File: config.mk
export PLATFORM = sky130hd
export DESIGN_NAME = johnson_monitor
export DESIGN_NICKNAME = d
export VERILOG_FILES = /design/src/rtl/johnson_monitor.sv
export SDC_FILE = /design/constraint.sdc
export NUM_CORES = 1
export LEC_CHECK = 0
export ABC_AREA = 1
export BUFFER_PORTS_ARGS = -buffer_cell sky130_fd_sc_hd__buf_2
export CAP_MARGIN = 30
export CORE_ASPECT_RATIO = 0.7
export CORE_MARGIN = 2
export CORE_UTILIZATION = 50
export CTS_BUF_LIST = sky130_fd_sc_hd__clkbuf_16
export CTS_CLUSTER_SIZE = 14
export DETAILED_ROUTE_END_ITERATION = 10
export GPL_ROUTABILITY_DRIVEN = 0
export PLACE_DENSITY_LB_ADDON = 0.2
export REMOVE_ABC_BUFFERS = 1
export SLEW_MARGIN = 10
export SYNTH_ARGS = -nofsm -noshare
export SYNTH_HDL_FRONTEND = slang
export SYNTH_SLANG_ARGS = --single-unit
File: constraint.sdc
create_clock -name clk -period 2.9 [get_ports clk]
set_clock_uncertainty 0.1 [all_clocks]
set_input_delay 0.145 -clock clk [delete_from_list [all_inputs] [get_ports clk]]
set_output_delay 0.145 -clock clk [all_outputs]
set_load 0.01 [all_outputs]
File: src/rtl/johnson_monitor.sv
// Johnson counter checker: decodes the 4-bit code to a step index,
// tracks direction and wrap, and counts skipped or illegal codes.
module johnson_monitor #(
  parameter int CNT_W    = 8,
  parameter int ERR_W    = 4,
  parameter int RESYNC_N = 2
) (
  input  logic             clk,
  input  logic             reset,
  input  logic [3:0]       signal,
  output logic [2:0]       index,
  output logic             valid,
  output logic             dir_down,
  output logic             step,
  output logic             wrap,
  output logic             illegal,
  output logic [CNT_W-1:0] step_count,
  output logic [ERR_W-1:0] error_count
);

  localparam logic [1:0] S_SYNC  = 2'd0;
  localparam logic [1:0] S_LOCK  = 2'd1;
  localparam logic [1:0] S_FAULT = 2'd2;
  localparam int GW = (RESYNC_N < 2) ? 1 : $clog2(RESYNC_N + 1);

  logic [1:0]    state;
  logic [2:0]    prev;
  logic [GW-1:0] good_cnt;
  logic          anchor;
  logic          legal;
  logic [2:0]    sidx;
  logic [2:0]    diff;
  logic          adj;

  always_comb begin
    legal = 1'b1;
    sidx  = 3'd0;
    unique case (signal)
      4'b0000: sidx = 3'd0;
      4'b0001: sidx = 3'd1;
      4'b0011: sidx = 3'd2;
      4'b0111: sidx = 3'd3;
      4'b1111: sidx = 3'd4;
      4'b1110: sidx = 3'd5;
      4'b1100: sidx = 3'd6;
      4'b1000: sidx = 3'd7;
      default: legal = 1'b0;
    endcase
  end

  // Mod-8 distance; 0/1/7 are the only moves a healthy counter makes
  assign diff = sidx - prev;
  assign adj  = legal &&
    (diff == 3'd0 || diff == 3'd1 || diff == 3'd7);

  always_ff @(posedge clk) begin
    if (reset) begin
      state       <= S_SYNC;
      prev        <= '0;
      good_cnt    <= '0;
      anchor      <= 1'b0;
      index       <= '0;
      valid       <= 1'b0;
      dir_down    <= 1'b0;
      step        <= 1'b0;
      wrap        <= 1'b0;
      illegal     <= 1'b0;
      step_count  <= '0;
      error_count <= '0;
    end else begin
      illegal <= !legal;
      step    <= 1'b0;
      wrap    <= 1'b0;
      case (state)
        S_SYNC: begin
          if (legal) begin
            prev  <= sidx;
            index <= sidx;
            state <= S_LOCK;
            valid <= 1'b1;
          end
        end
        S_LOCK: begin
          if (adj) begin
            prev  <= sidx;
            index <= sidx;
            if (diff == 3'd1) begin
              dir_down   <= 1'b0;
              step       <= 1'b1;
              step_count <= step_count + 1'b1;
              wrap       <= (prev == 3'd7);
            end else if (diff == 3'd7) begin
              dir_down   <= 1'b1;
              step       <= 1'b1;
              step_count <= step_count + 1'b1;
              wrap       <= (prev == 3'd0);
            end
          end else begin
            state    <= S_FAULT;
            valid    <= 1'b0;
            good_cnt <= '0;
            anchor   <= 1'b0;
            if (error_count != '1)
              error_count <= error_count + 1'b1;
          end
        end
        S_FAULT: begin
          // First legal code after the fault re-anchors the tracker
          if (legal && (!anchor || adj)) begin
            anchor <= 1'b1;
            prev   <= sidx;
            index  <= sidx;
            if (int'(good_cnt) + 1 >= RESYNC_N) begin
              state    <= S_LOCK;
              valid    <= 1'b1;
              good_cnt <= '0;
            end else begin
              good_cnt <= good_cnt + 1'b1;
            end
          end else begin
            good_cnt <= '0;
          end
        end
        default: state <= S_SYNC;
      endcase
    end
  end

endmodule

Yosys cells after proc, flatten, opt, wreduce, memory -nomap -nowiden
Index checks and enable logic that the tools add are counted.
{ "op_classes": {"n_lt_le_gt_ge": 1, "reduce_logical": 23, "n_bitwise": 2, "mux": 30, "n_addsub": 5, "n_mul": 0, "n_eq_ne": 18, "n_div": 0, "shift": 0} }
{ "op_table": {"columns": ["cell", "count"], "rows": [
  ["$pmux 3 s7", 1],
  ["$eq 4x4->1 const B", 4],
  ["$mux 8", 2],
  ["$mux 2", 7],
  ["$mux 1", 12],
  ["$ne 2x2->1 const B", 5],
  ["$mux 3", 3],
  ["$pmux 3 s3", 1],
  ["$reduce_and 3->1", 3],
  ["$add 8x1->8 const B", 1],
  ["$reduce_and 4->1", 2],
  ["$reduce_or 8->1", 1],
  ["$eq 3x3->1 const B", 2],
  ["$logic_not 3->1", 2],
  ["$pmux 2 s3", 1],
  ["$reduce_and 5->1", 1],
  ["$add 4x1->4 const B", 1],
  ["$eq 4x1->1 const B", 1],
  ["$eq 4x2->1 const B", 1],
  ["$eq 4x3->1 const B", 1],
  ["$logic_not 4->1", 1],
  ["$ne 4x4->1 const B", 1],
  ["$pmux 2 s2", 1],
  ["$reduce_bool 2->1", 2],
  ["other kinds (17)", 22]
]} }
{ "totals": {"ff_bits": 25, "mem_count": 0, "inputBits": 6, "out_inout_bits": 20, "mem_bits_ro": 0, "mem_bits_rw": 0, "word_cells": 90, "latchBits": 0} }

Logic depth before layout (Yosys ltp)
{ "logic_depth": {"ltp_word": 11, "ltp_mapped": 20} }

Least setup slack after synthesis
OpenSTA, ideal clock, no wires.
{ "synth_timing": {"path_type": "input -> register", "startpoint": "input port signal[1]", "endpoint": "register step_count[2]", "path_buffers": 1, "stages": 19, "slack_ns": 0.668, "setup_ns": 0.115, "arrival_ns": 2.017, "path_cell_list": "inv_1 nand2_1 nand2_1 o21ai_0 ha_1 fa_1 inv_1 nand2_1 nand2_1 nand3_1 nand2_2 nand2_2 nor2_1 nor2_2 nor2_4 buf_8 nand3_1 nand2_1 nor2_1"} }
{ "synth_between": {"elab_chain_len": 8, "elab_cells_between_ends": 21, "cone_classes": "1 x add/sub; 9 x eq/ne; 3 x mux; 8 x reduce/logical"} }
{ "synth_rtl": {"columns": ["item", "line", "source"], "rows": [
  ["from (decl)", "10", "input logic [3:0] signal,"],
  ["$eq 4x4->1 (tied with other cells)", "38", "unique case (signal)"],
  ["$pmux 3 s7", "38", null],
  ["$sub 3x3->3", "52", "assign diff = sidx - prev;"],
  ["$eq 3x1->1 or $logic_not 3->1 (tied branches)", "54, 87", null],
  ["$logic_or 1x1->1 (2 in a row)", "54", "(diff == 3'd0 || diff == 3'd1 || diff == 3'd7);"],
  ["$logic_and 1x1->1", "53", "assign adj = legal &&"],
  ["$reduce_and 3->1 (no line)", null, null],
  ["to (signal assigned)", "90", "step_count <= step_count + 1'b1;"],
  ["to (signal assigned)", "95", "step_count <= step_count + 1'b1;"],
  ["to (decl)", "17", "output logic [CNT_W-1:0] step_count,"]
]} }
Several ways; a longest one is shown, not always the timed one.
A chain may end at the register's enable or synchronous reset.

Worst setup path after layout
{ "layout_timing": {"startpoint": "register prev[0]", "endpoint": "register dir_down"} }
{ "layout_between": {"elab_chain_len": 6, "elab_cells_between_ends": 10, "cone_classes": "1 x add/sub; 2 x eq/ne; 1 x mux; 6 x reduce/logical"} }
{ "layout_rtl": {"columns": ["item", "line", "source"], "rows": [
  ["from (decl)", "27", "logic [2:0] prev;"],
  ["from (signal assigned)", "77", "prev <= sidx;"],
  ["from (signal assigned)", "85", "prev <= sidx;"],
  ["from (signal assigned)", "111", "prev <= sidx;"],
  ["$sub 3x3->3 (*)", "52", null],
  ["$eq 3x1->1 or $logic_not 3->1 (tied branches)", "54, 87", null],
  ["$logic_or 1x1->1 (2 in a row)", "54", null],
  ["$logic_and 1x1->1", "53", null],
  ["$reduce_and 3->1 (no line)", null, null],
  ["to (signal assigned)", "64", "dir_down <= 1'b0;"],
  ["to (signal assigned)", "88", "dir_down <= 1'b0;"],
  ["to (signal assigned)", "93", "dir_down <= 1'b1;"],
  ["to (decl)", "13", "output logic dir_down,"]
]} }
Mark *: on every way between the ends. The rest lies on a longest branch, timed or not.

==> flow_metrics.env <==
export IMPL_status="complete, no violations"
export IMPL_ir_worst_vdd_v=0.0004107
export IMPL_critPathSlowestCell="fa_1"
export IMPL_worstSkewPairLatency_ns=0.26
export IMPL_grt_max_degree=17
export IMPL_p_total_mw=1.235
export IMPL_grt_pass1_vias=1126
export IMPL_async_flop_share=0
export IMPL_first_pass_iters=4
export IMPL_rsz0062_at_grt="no"
export IMPL_yosysMostFrequentCell="nand2_1"
export IMPL_die_y_um=47.82
export IMPL_worstReg2RegStart="prev[0]"
export IMPL_worst_slew_pin_transition_ns=0.3674
export IMPL_ctsResizeCount=0
export IMPL_reg2reg_slack_ns=0.33
export IMPL_worst_setup_path_start_kind="register"
export IMPL_core_area_um2=2534
export IMPL_synth_main_ff_cell="dfxtp_1"
export IMPL_via_per_inst=5.052
export IMPL_grt_usage=0.2096
export IMPL_synthTopCellsByCount="nand2_1 (37), dfxtp_1 (25), inv_1 (23)"
export IMPL_grt_overflow=0
export IMPL_cts_tree="done"
export IMPL_pwr_density_cell_nw_per_um2=772.3
export IMPL_max_freq_mhz=389.2
export IMPL_end_kind="register"
export IMPL_yosysUniqueCellTypes=30
export IMPL_ant_nets=0
export IMPL_clkSlewWorstSetupHoldPaths_ns=0.07
export IMPL_r2r_cells=14
export IMPL_ys_warn_count=0
export IMPL_cts_setup_buffers=0
export IMPL_ctsHtreeMaxLevel=1
export IMPL_dieArea_um2=3184
export IMPL_synth_edf_count=0
export IMPL_mappedNetlistArea_um2=1371
export IMPL_maxSlewViolCount=0
export IMPL_antenna_found_initial=0
export IMPL_synth_avg_cell_area_um2=7.294
export IMPL_ys_seq_area_frac=0.3650
export IMPL_dpl_hpwl_mm=2.317
export IMPL_ys_ff_latch=25
export IMPL_timing_rr_end="dir_down"
export IMPL_syn_inst=188
export IMPL_worstHoldStart="reset"
export IMPL_crit_type="reg -> reg"
export IMPL_wl_per_cell_um=12.00
export IMPL_drt_total_wl_mm=2.976
export IMPL_grt_pass1_wl_mm=4.892
export IMPL_cp_cell_sequence="ha_1 > fa_1 > inv_1 > nand2_1 > nand2_1 > nand3_1 > nand2_2 > nand2_2 > nor2_1 > nor2_2 > nor2_4 > inv_2 > nand3_1 > o21ai_0"
export IMPL_worstHoldPathType="in -> reg"
export IMPL_clock_sinks=25
export IMPL_leakagePower_nw=0.7629
export IMPL_maxSlewHeadroom=0.7551
export IMPL_std_cell_rows=15
export IMPL_die_w_um=66.60
export IMPL_port_buffers=25
export IMPL_synth_area_leaders="dfxtp_1 (36%), nand2_1 (10%), inv_1 (6.3%), nand3_1 (6.2%), nor2_1 (5.7%)"
export IMPL_setup_violations=0
export IMPL_start_util=0.5412
export IMPL_drive_gt1_frac=0.2477
export IMPL_numCtsBuffers=3
export IMPL_hold_end="step_count[6]"
export IMPL_period_share=0.8859
export IMPL_worstPathMaxFanout=11
export IMPL_netlist_area_leader_share=0.3650
export IMPL_diodes=0
export IMPL_vias=1253
export IMPL_min_path_cells=2
export IMPL_ios=26
export IMPL_cts_max_path_buffers=2
export IMPL_max_cap_violations=0
export IMPL_drcViolationCount=0
export IMPL_hold_violations=0
export IMPL_nets=226
export IMPL_ctsHoldBuffers=0
export IMPL_crit_arrival_ns=2.62
export IMPL_crit_path_max_incr_delay_ns=0.39
export IMPL_fin_crit_ns=2.569
export IMPL_drt_iter0_drc=61
export IMPL_syn2layout_area_growth_pct=16.61
export IMPL_tns_ns=0
export IMPL_synth_largest_area_cell="dfxtp_1"
export IMPL_cts_root_buffer="clkbuf_16"
export IMPL_cp_required_ns=2.95
-- state kept, by name, summed over array words and instances, names as in the netlist --
| signal | flops |
|---|---|
| error_count | 4 |
| step | 1 |
| step_count | 8 |
| state | 2 |
| wrap | 1 |
| dir_down | 1 |
| good_cnt | 2 |
| valid | 1 |
| illegal | 1 |
| anchor | 1 |
| prev | 3 |
-- logic make-up (layout without fill, tap and decap cells) --
family	after synthesis	in the layout	share of synthesized area
buf+inv	29	55	0.08758
fa+ha+maj	5	5	0.05110
compound gates	27	27	0.1250
simple gates	96	96	0.3330
xor+xnor	6	6	0.03832
flops	25	25	0.3650
-- placed cells by master, fill, tap and decap left out, types with 3 or more instances in the layout --
master / Yosys / routed
nand4_1: 4 / 4
nor2_1: 21 / 21
xnor2_1: 4 / 4
clkbuf_16: 0 / 3
a21oi_1: 11 / 11
buf_2: 0 / 25
a21oi_2: 6 / 6
o21ai_0: 5 / 5
dfxtp_1: 25 / 25
inv_1: 23 / 23
nand2_2: 9 / 9
nand3_1: 17 / 17
ha_1: 4 / 4
nand2_1: 37 / 37
-- critical path, delay by kind of cell (launching register included) --
kind	cells	cell delay, ns
AND/OR/NAND/NOR	9	1.10
adder cells (fa/ha/maj)	2	0.62
flip-flops	1	0.36
buffers and inverters	2	0.20
AO/OA/AOI/OAI	1	0.09
-- cell type report --
type / instances / area, um2
clock inverter: 1 / 7.507
timing repair buffer: 25 / 125.1
sequential: 25 / 500.5
multi-input combinational: 134 / 750.7
inverter: 26 / 97.59
tap: 34 / 42.54
clock buffer: 3 / 75.07
fill: 223 / 934.6
-- metrics by stage --
step	util	cell area [um2]	worst slack, ns	instances	hold slack (ns)
after global routing	0.6311	1599	0.07095	248	0.1812
after detailed placement	0.5985	1516	0.1359	244	0.3499
after CTS	0.6311	1599	0.3573	248	0.1614
final	0.6311	1599	0.3308	248	0.1675
after global placement	0.5985	1516	0.2982	244	0.3333
after floorplan	-	1349	0.5789	185	0.1074
-- per-layer routing --
metal	wire length, um	global-route usage	vias up
met5	0	0	-
met4	78	0.09388	0
met3	145	0.05647	8
met2	1283	0.3380	32
met1	1469	0.2708	554
li1	-	-	659
-- power breakdown --
part | total, mW | internal [mW] | leakage (nW) | switching [mW]
Sequential | 0.448 | 0.395 | 0.203 | 0.0529
Clock | 0.311 | 0.187 | 0.0371 | 0.124
Combinational | 0.476 | 0.164 | 0.523 | 0.312
Total | 1.23 | 0.747 | 0.763 | 0.488
-- worst max-delay path by stage --
stage | from | endpoint | slack (ns)
floorplan | signal[1] | dir_down | 0.58
global placement | signal[1] | step_count[4] | 0.30
detailed placement | signal[1] | dir_down | 0.14
CTS | prev[0] | dir_down | 0.36
global route | signal[1] | dir_down | 0.07
finish | prev[0] | dir_down | 0.33
Note: power is estimated with default switching activity, not from simulation.
